**src/rtl/flash_play_ctrl.sv**
```systemverilog
// Streams 32-bit flash words out as two 16-bit audio samples, one per accepted
// sample_tick, walking the flash address forward or backward with wrap-around.
module flash_play_ctrl #(
    parameter logic [22:0] START_ADDR = 23'h000000,
    parameter logic [22:0] END_ADDR   = 23'h07FFFF,
    parameter logic [7:0]  TIMEOUT    = 8'd255
) (
    input  logic        clk50M,
    input  logic        reset,
    input  logic        sample_tick,
    input  logic        play,
    input  logic        dir,
    input  logic        restart,
    output logic        read_req,
    input  logic        read_done,
    input  logic [31:0] flash_data,
    output logic [22:0] flash_addr,
    output logic [15:0] audio_out,
    output logic        sample_valid,
    output logic        busy,
    output logic        err
);

    typedef enum logic [2:0] {IDLE, REQ, WAIT, FIRST, WAIT2, SECOND} state_t;

    state_t      state;
    logic        dir_q;
    logic        restart_pend;
    logic [31:0] word_q;
    logic [7:0]  counter;
    logic [22:0] next_addr;
    logic [22:0] restart_addr;

    always_comb begin
        next_addr = flash_addr;
        if (!dir_q)
            next_addr = (flash_addr == END_ADDR) ? START_ADDR : flash_addr + 23'd1;
        else
            next_addr = (flash_addr == START_ADDR) ? END_ADDR : flash_addr - 23'd1;
    end

    assign restart_addr = dir ? END_ADDR : START_ADDR;

    // Pulse/level outputs are set on the transition into the state that owns
    // them, so they are visible during that state without extra latency.
    always_ff @(posedge clk50M or posedge reset) begin
        if (reset) begin
            state        <= IDLE;
            flash_addr   <= START_ADDR;
            read_req     <= 1'b0;
            audio_out    <= 16'h0000;
            sample_valid <= 1'b0;
            busy         <= 1'b0;
            err          <= 1'b0;
            restart_pend <= 1'b0;
            dir_q        <= 1'b0;
            word_q       <= 32'h0;
            counter      <= 8'h0;
        end else begin
            read_req     <= 1'b0;
            sample_valid <= 1'b0;
            case (state)
                IDLE: begin
                    if (restart_pend) begin
                        flash_addr   <= restart_addr;
                        restart_pend <= 1'b0;
                    end else if (sample_tick && play) begin
                        read_req <= 1'b1;
                        busy     <= 1'b1;
                        state    <= REQ;
                    end
                end
                REQ: begin
                    dir_q   <= dir;
                    counter <= 8'h0;
                    state   <= WAIT;
                end
                WAIT: begin
                    if (read_done) begin
                        word_q       <= flash_data;
                        audio_out    <= dir_q ? flash_data[31:16] : flash_data[15:0];
                        sample_valid <= 1'b1;
                        busy         <= 1'b0;
                        state        <= FIRST;
                    end else if (counter == TIMEOUT) begin
                        err   <= 1'b1;
                        busy  <= 1'b0;
                        state <= IDLE;
                    end else begin
                        counter <= counter + 8'd1;
                    end
                end
                FIRST: state <= WAIT2;
                WAIT2: begin
                    if (restart_pend) begin
                        // Unplayed half is dropped; playback resumes from the new origin.
                        flash_addr   <= restart_addr;
                        restart_pend <= 1'b0;
                        state        <= IDLE;
                    end else if (sample_tick && play) begin
                        audio_out    <= dir_q ? word_q[15:0] : word_q[31:16];
                        sample_valid <= 1'b1;
                        flash_addr   <= next_addr;
                        state        <= SECOND;
                    end
                end
                SECOND: state <= IDLE;
                default: state <= IDLE;
            endcase
            if (restart)
                restart_pend <= 1'b1;
        end
    end

endmodule

```
**config.mk**
```make
export PLATFORM = sky130hd
export DESIGN_NAME = flash_play_ctrl
export DESIGN_NICKNAME = d
export VERILOG_FILES = /design/src/rtl/flash_play_ctrl.sv
export SDC_FILE = /design/constraint.sdc
export NUM_CORES = 1
export LEC_CHECK = 0
export CORE_MARGIN = 3
export CORE_UTILIZATION = 52
export DETAILED_ROUTE_END_ITERATION = 12
export PLACE_DENSITY = 0.83
export REMOVE_ABC_BUFFERS = 1
export SLEW_MARGIN = 20
export SYNTH_ARGS = -nofsm -noshare
export SYNTH_HDL_FRONTEND = slang
export SYNTH_SLANG_ARGS = --single-unit
```
**constraint.sdc**
```tcl
create_clock -name clk50M -period 7.5 [get_ports clk50M]
set_input_delay 2.25 -clock clk50M [delete_from_list [all_inputs] [get_ports clk50M]]
set_output_delay 2.25 -clock clk50M [all_outputs]
set_load 0.02 [all_outputs]
```
==> results.sh, run 1 <==
export IMPL_clk_latency_ps=360
export IMPL_async_reset_ff_share_pct=100.0
export IMPL_cts_tree="yes"
export IMPL_cap_violations=0
export IMPL_cts_resized=0
export IMPL_die_h_microns=104.8
export IMPL_routed_wl_mm=13.64
export IMPL_grt_pass1_vias=4689
export IMPL_cts_setup_buffers=0
export IMPL_first_pass_iters=5
export IMPL_drt_vias_per_instance=6.162
export IMPL_dp_cells=729
export IMPL_setup_tns_ps=0
export IMPL_grt_most_used_layer="met2"
export IMPL_max_freq_mhz=253.0
export IMPL_min_path_type="register to register"
export IMPL_clock_sinks=88
export IMPL_min_from="err"
export IMPL_drc=0
export IMPL_setup_viol=0
export IMPL_critPathRequiredTime_ps=7730
export IMPL_ios=82
export IMPL_finalNonFillerCells=745
export IMPL_pwr_share_clk_pct=15.0
export IMPL_htreeDepth=3
export IMPL_worstSetupEndpointType="register"
export IMPL_p_seq_share_pct=39.6
export IMPL_internal_power_mw=1.382
export IMPL_io_buffer_count=81
export IMPL_synthesis_instances=550
export IMPL_cts_path_max_buffers=2
export IMPL_fin_hold_ws_ps=462.3
export IMPL_fin_nets=654
export IMPL_ys_flop_type="dfrtp_1"
export IMPL_overflow=0
export IMPL_via_count=4591
export IMPL_initial_core_util_pct=54.21
export IMPL_rr_startpoint="state[0]"
export IMPL_met2_usage_pct=42.35
export IMPL_synth_edff_count=0
export IMPL_grt_first_pass_wirelength_mm=23.18
export IMPL_gp_congestion=0.9100
export IMPL_slew_headroom_pct=33.84
export IMPL_synthDominantCellAreaShare_pct=43.35
export IMPL_crit_fanout=17
export IMPL_hold_viol=0
export IMPL_row_count=35
export IMPL_worstMarginPinSlew_ps=992.5
export IMPL_post_route_util_pct=65.77
export IMPL_grt_max_degree=89
export IMPL_fp_dieW_microns=104.8
export IMPL_post_place_ws_ps=3172
export IMPL_grt_use_met3_pct=6.177
export IMPL_post_route_period_util_pct=52.71
export IMPL_track_usage_pct=25.88
export IMPL_drt_initial_drc_count=382
export IMPL_area_delta_synth_final_pct=21.33
export IMPL_min_path_cells=1
export IMPL_status="finished, final reports clean"
export IMPL_ctsHoldBuffers=0
export IMPL_fin_skew_ps=10.69
export IMPL_setup_worst_path_start_class="input pin"
export IMPL_syn_cell_area_sq_um=5080
export IMPL_swShare_pct=42.86
export IMPL_pwr_density_cell_nw_per_um2=392.5
export IMPL_regToRegSetupSlack_ps=4550
export IMPL_antenna_left=0
export IMPL_drive_above_1_share_pct=11.20
export IMPL_p_leak_nw=2.587
export IMPL_antenna_found_initial=0
export IMPL_final_max_slew_viol_count=0
export IMPL_yosysTopAreaCell="dfrtp_1"
export IMPL_diodes=0
export IMPL_cts_buffers=9
export IMPL_synth_warnings=0
export IMPL_ys_seq_area_share_pct=43.35
export IMPL_power_mw=2.419
export IMPL_clk_pin_slew_worst_paths_ps=80
export IMPL_irDropWorstVdd_v=0.0002198
export IMPL_synth_avg_cell_area_sq_um=9.236
export IMPL_synth_area_leaders="dfrtp_1 (43%), nand2_1 (9.6%), mux4_2 (7.1%), mux2_2 (3.5%), xnor2_1 (2.6%)"
export IMPL_synth_most_common_cell="nand2_1"
export IMPL_dp_hpwl_mm=9.347
export IMPL_holdPathEnd="err"
export IMPL_routedWlPerCell_microns=18.31
export IMPL_cts_root_buf="clkbuf_8"
export IMPL_rr_worst_depth=6
export IMPL_r2r_end="flash_addr[11]"
export IMPL_synth_distinct_cells=67
export IMPL_placed_cell_area_sq_um=5938
export IMPL_yosys_top_cells_count="nand2_1 (130), dfrtp_1 (88), nor2_1 (32)"
export IMPL_final_area_sq_um=6163
export IMPL_ys_ff_latch=88
export IMPL_rsz0062_at_grt="no"
export IMPL_fin_ws_ps=3547
export IMPL_grtUsageMet1_pct=33.63
export IMPL_power_frac_comb_pct=45.4
export IMPL_switchingPower_mw=1.037
export IMPL_fin_crit_ps=3953
export IMPL_dieArea_sq_um=10990
export IMPL_path_class="input pin to register"
export IMPL_design_core_area_sq_um=9371
export IMPL_arrival_ps=4180
==> worst max-delay path: stages <==
cell	delay (ps)
clkdlybuf4s50_1	480
and3_1	210
nand2_1	190
nand2_1	630
mux2_2	420
==> worst max path at each step <==
stage                   from  slack (ps)  cells after the start       endpoint
2_1_floorplan          reset        2970                      1   audio_out[0]
3_3_place_gp     sample_tick        3230                      5   audio_out[8]
3_5_place_dp            play        3170                      5   audio_out[4]
4_1_cts                 play        3560                      5   audio_out[0]
5_1_grt        flash_addr[2]        3470                      1  flash_addr[2]
6_report                play        3550                      5   audio_out[0]
==> registers in the layout (all words and copies together) (netlist names), 3 cells and up <==
name	flops
audio_out	16
counter	8
flash_addr	23
state	3
word_q	32
==> kinds of logic after synthesis <==
kind of cell,after synthesis,synth area share [%]
adders and majority gates,4,0.9853
muxes,33,10.84
AOI/OAI and AO/OA,100,13.05
buffers and inverters,49,4.015
DFF,88,43.35
xor gates and xnor gates,22,3.793
and+or+nand+nor,254,23.97
==> cell usage in the layout (no fill, tap or decap), types with 14 or more instances in the layout <==
master / synthesis / layout
nand3_1: 16 / 16
mux2_2: 16 / 16
nor2_1: 32 / 32
o21ai_0: 19 / 19
nor3_1: 15 / 14
clkdlybuf4s50_1: 0 / 81
dfrtp_1: 88 / 87
a21oi_1: 19 / 19
mux4_2: 16 / 16
nand2_1: 130 / 130
xnor2_1: 15 / 15
==> power groups by stage <==
stage          Combinational [mW]  Sequential [mW]  Clock, mW
3_5_place_dp                 1.09            0.957          0
6_report                     1.10            0.957      0.363
2_1_floorplan               0.584             1.00          0
3_3_place_gp                 1.05            0.941          0
5_1_grt                      1.20            0.996      0.392
4_1_cts                      1.09            0.950      0.366
==> per-layer routing <==
metal	wire length, microns	vias up
met3	1041	42
met4	280	0
li1	-	2084
met5	0	-
met2	6776	253
met1	5543	2212
==> final cells by class <==
class | count | area (sq um)
inverter | 14 | 53.80
timing repair buffer | 85 | 844.6
multi-input combinational | 413 | 2680
clock inverter | 6 | 92.59
fill | 758 | 3208
clock buffer | 10 | 127.6
tap | 129 | 161.4
sequential | 88 | 2203
Power figures use the tool's default switching activity.
==> run 2: changes to the inputs <==
clock period = 3.9 ns   (was 7.5 ns; I/O delays follow)
==> results.sh, run 2 (same netlist as run 1, synthesis figures left out) <==
export IMPL_design_core_area_sq_um=9371
export IMPL_cpMaxStageDelayCell="clkdlybuf4s50_1"
export IMPL_antenna_left=0
export IMPL_io_buffer_count=81
export IMPL_setup_worst_path_start_class="register"
export IMPL_drt_vias_per_instance=6.195
export IMPL_rsz0062_at_grt="no"
export IMPL_routedWlPerCell_microns=17.97
export IMPL_largest_reg_flops=32
export IMPL_track_usage_pct=24.82
export IMPL_hold_viol=0
export IMPL_dp_hpwl_mm=9.326
export IMPL_pwr_density_cell_nw_per_um2=743.6
export IMPL_critPathRequiredTime_ps=2730
export IMPL_max_freq_mhz=351.4
export IMPL_layout_commonest_cell="nand2_1"
export IMPL_path_cells="clkdlybuf4s50_1"
export IMPL_post_route_period_util_pct=72.97
export IMPL_p_seq_share_pct=39.8
export IMPL_routed_wl_mm=13.46
export IMPL_min_path_type="register to register"
export IMPL_fillers=753
export IMPL_fp_dieW_microns=104.8
export IMPL_clock_sinks=88
export IMPL_via_count=4640
export IMPL_initial_core_util_pct=54.21
export IMPL_drive_above_1_share_pct=11.77
export IMPL_worstSetupEndpointType="output pin"
export IMPL_row_count=35
export IMPL_cts_tree="yes"
export IMPL_path_class="register to output pin"
export IMPL_final_cell_mix="nand2_1 (130), dfrtp_1 (87), clkdlybuf4s50_1 (81)"
export IMPL_ios=82
export IMPL_grt_first_pass_wirelength_mm=22.54
export IMPL_fin_crit_ps=2846
export IMPL_overflow=0
export IMPL_grt_pass1_vias=4559
export IMPL_irDropWorstVdd_v=0.0004061
export IMPL_crit_fanout=10
export IMPL_ctsHoldBuffers=0
export IMPL_grt_max_degree=89
export IMPL_fin_nets=658
export IMPL_crit_buf_inv=1
export IMPL_final_max_slew_viol_count=0
export IMPL_drt_initial_drc_count=408
export IMPL_cts_setup_buffers=0
export IMPL_antenna_found_initial=0
export IMPL_area_delta_synth_final_pct=21.65
export IMPL_diodes=0
export IMPL_setup_tns_ps=0
export IMPL_setup_viol=0
export IMPL_dieArea_sq_um=10990
export IMPL_fin_skew_ps=15.03
export IMPL_cts_path_max_buffers=2
export IMPL_cts_resized=0
export IMPL_gp_congestion=0.9162
export IMPL_clk_latency_ps=370
export IMPL_swShare_pct=44.29
export IMPL_arrival_ps=1680
export IMPL_post_route_util_pct=65.94
export IMPL_worstMarginPinSlew_ps=962.0
export IMPL_cp_top_family="buffers and inverters"
export IMPL_cap_violations=0
export IMPL_power_frac_comb_pct=46.3
export IMPL_p_leak_nw=2.606
export IMPL_switchingPower_mw=2.035
export IMPL_status="finished, final reports clean"
export IMPL_pwr_share_clk_pct=13.9
export IMPL_cts_buffers=9
export IMPL_slew_headroom_pct=35.87
export IMPL_internal_power_mw=2.560
export IMPL_max_stage_delay_ps=690
export IMPL_die_h_microns=104.8
export IMPL_clk_pin_slew_worst_paths_ps=100
export IMPL_reg_largest_list="word_q x32, flash_addr x23, audio_out x16"
export IMPL_drc=0
export IMPL_first_pass_iters=5
export IMPL_htreeDepth=3
export IMPL_largest_register="word_q"
export IMPL_cts_root_buf="clkbuf_8"
[run 2: cell types whose count changed in the layout (fill, tap and decap cells not counted), sizes merged]
cell	change
buf	+4
inv	+2
clkinvlp	-1
clkinv	+2
bufinv	-2
clkbuf	-1
[run 2: power by group through the flow]
stage / clock network (mW) / registers (mW) / logic (mW)
floorplan: 0 / 1.93 / 1.12
global placement: 0 / 1.81 / 2.05
detailed placement: 0 / 1.84 / 2.11
CTS: 0.644 / 1.82 / 2.12
global route: 0.689 / 1.90 / 2.31
finish: 0.639 / 1.83 / 2.13
[run 2: through the flow]
step	hold WS [ps]	setup WS, ps	instances	instance area (sq um)	power, mW
floorplan	440.9	451.4	515	4928	3.056
global route	500.6	866.1	749	6180	4.900
detailed placement	459.7	810.0	733	5981	3.946
CTS	482.4	1055	749	6180	4.583
finish	474.3	1054	749	6180	4.595
global placement	452.7	933.2	733	5981	3.852
[run 2: cell type report]
type	count	area, sq um	share of cell area (%)
Timing Repair Buffer	89	883.3	14.29
Multi-Input combinational cell	413	2679	43.35
Tap cell	129	161.4	2.612
Clock buffer	9	123.9	2.004
Sequential cell	88	2203	35.65
Inverter	14	53.80	0.8706
Clock inverter	7	75.07	1.215
[run 2: final timing paths]
check	from	to	slack [ps]	cells after the start
max	flash_addr[4]	flash_addr[4]	1050	1
min	err	err	470	1
max reg2reg	state[0]	flash_addr[11]	1080	7
min reg2reg	err	err	470	1
max in group asynchronous	reset	dir_q	2300	3
min in group asynchronous	reset	word_q[27]	1210	3
[run 2: per-layer routing]
metal / global-route usage, % / wire, microns / part of all wire, %
met1: 33.89 / 5569 / 41
met2: 39.55 / 6516 / 48
met3: 5.312 / 1088 / 8.1
met4: 8.341 / 287 / 2.1
met5: 0 / 0 / 0
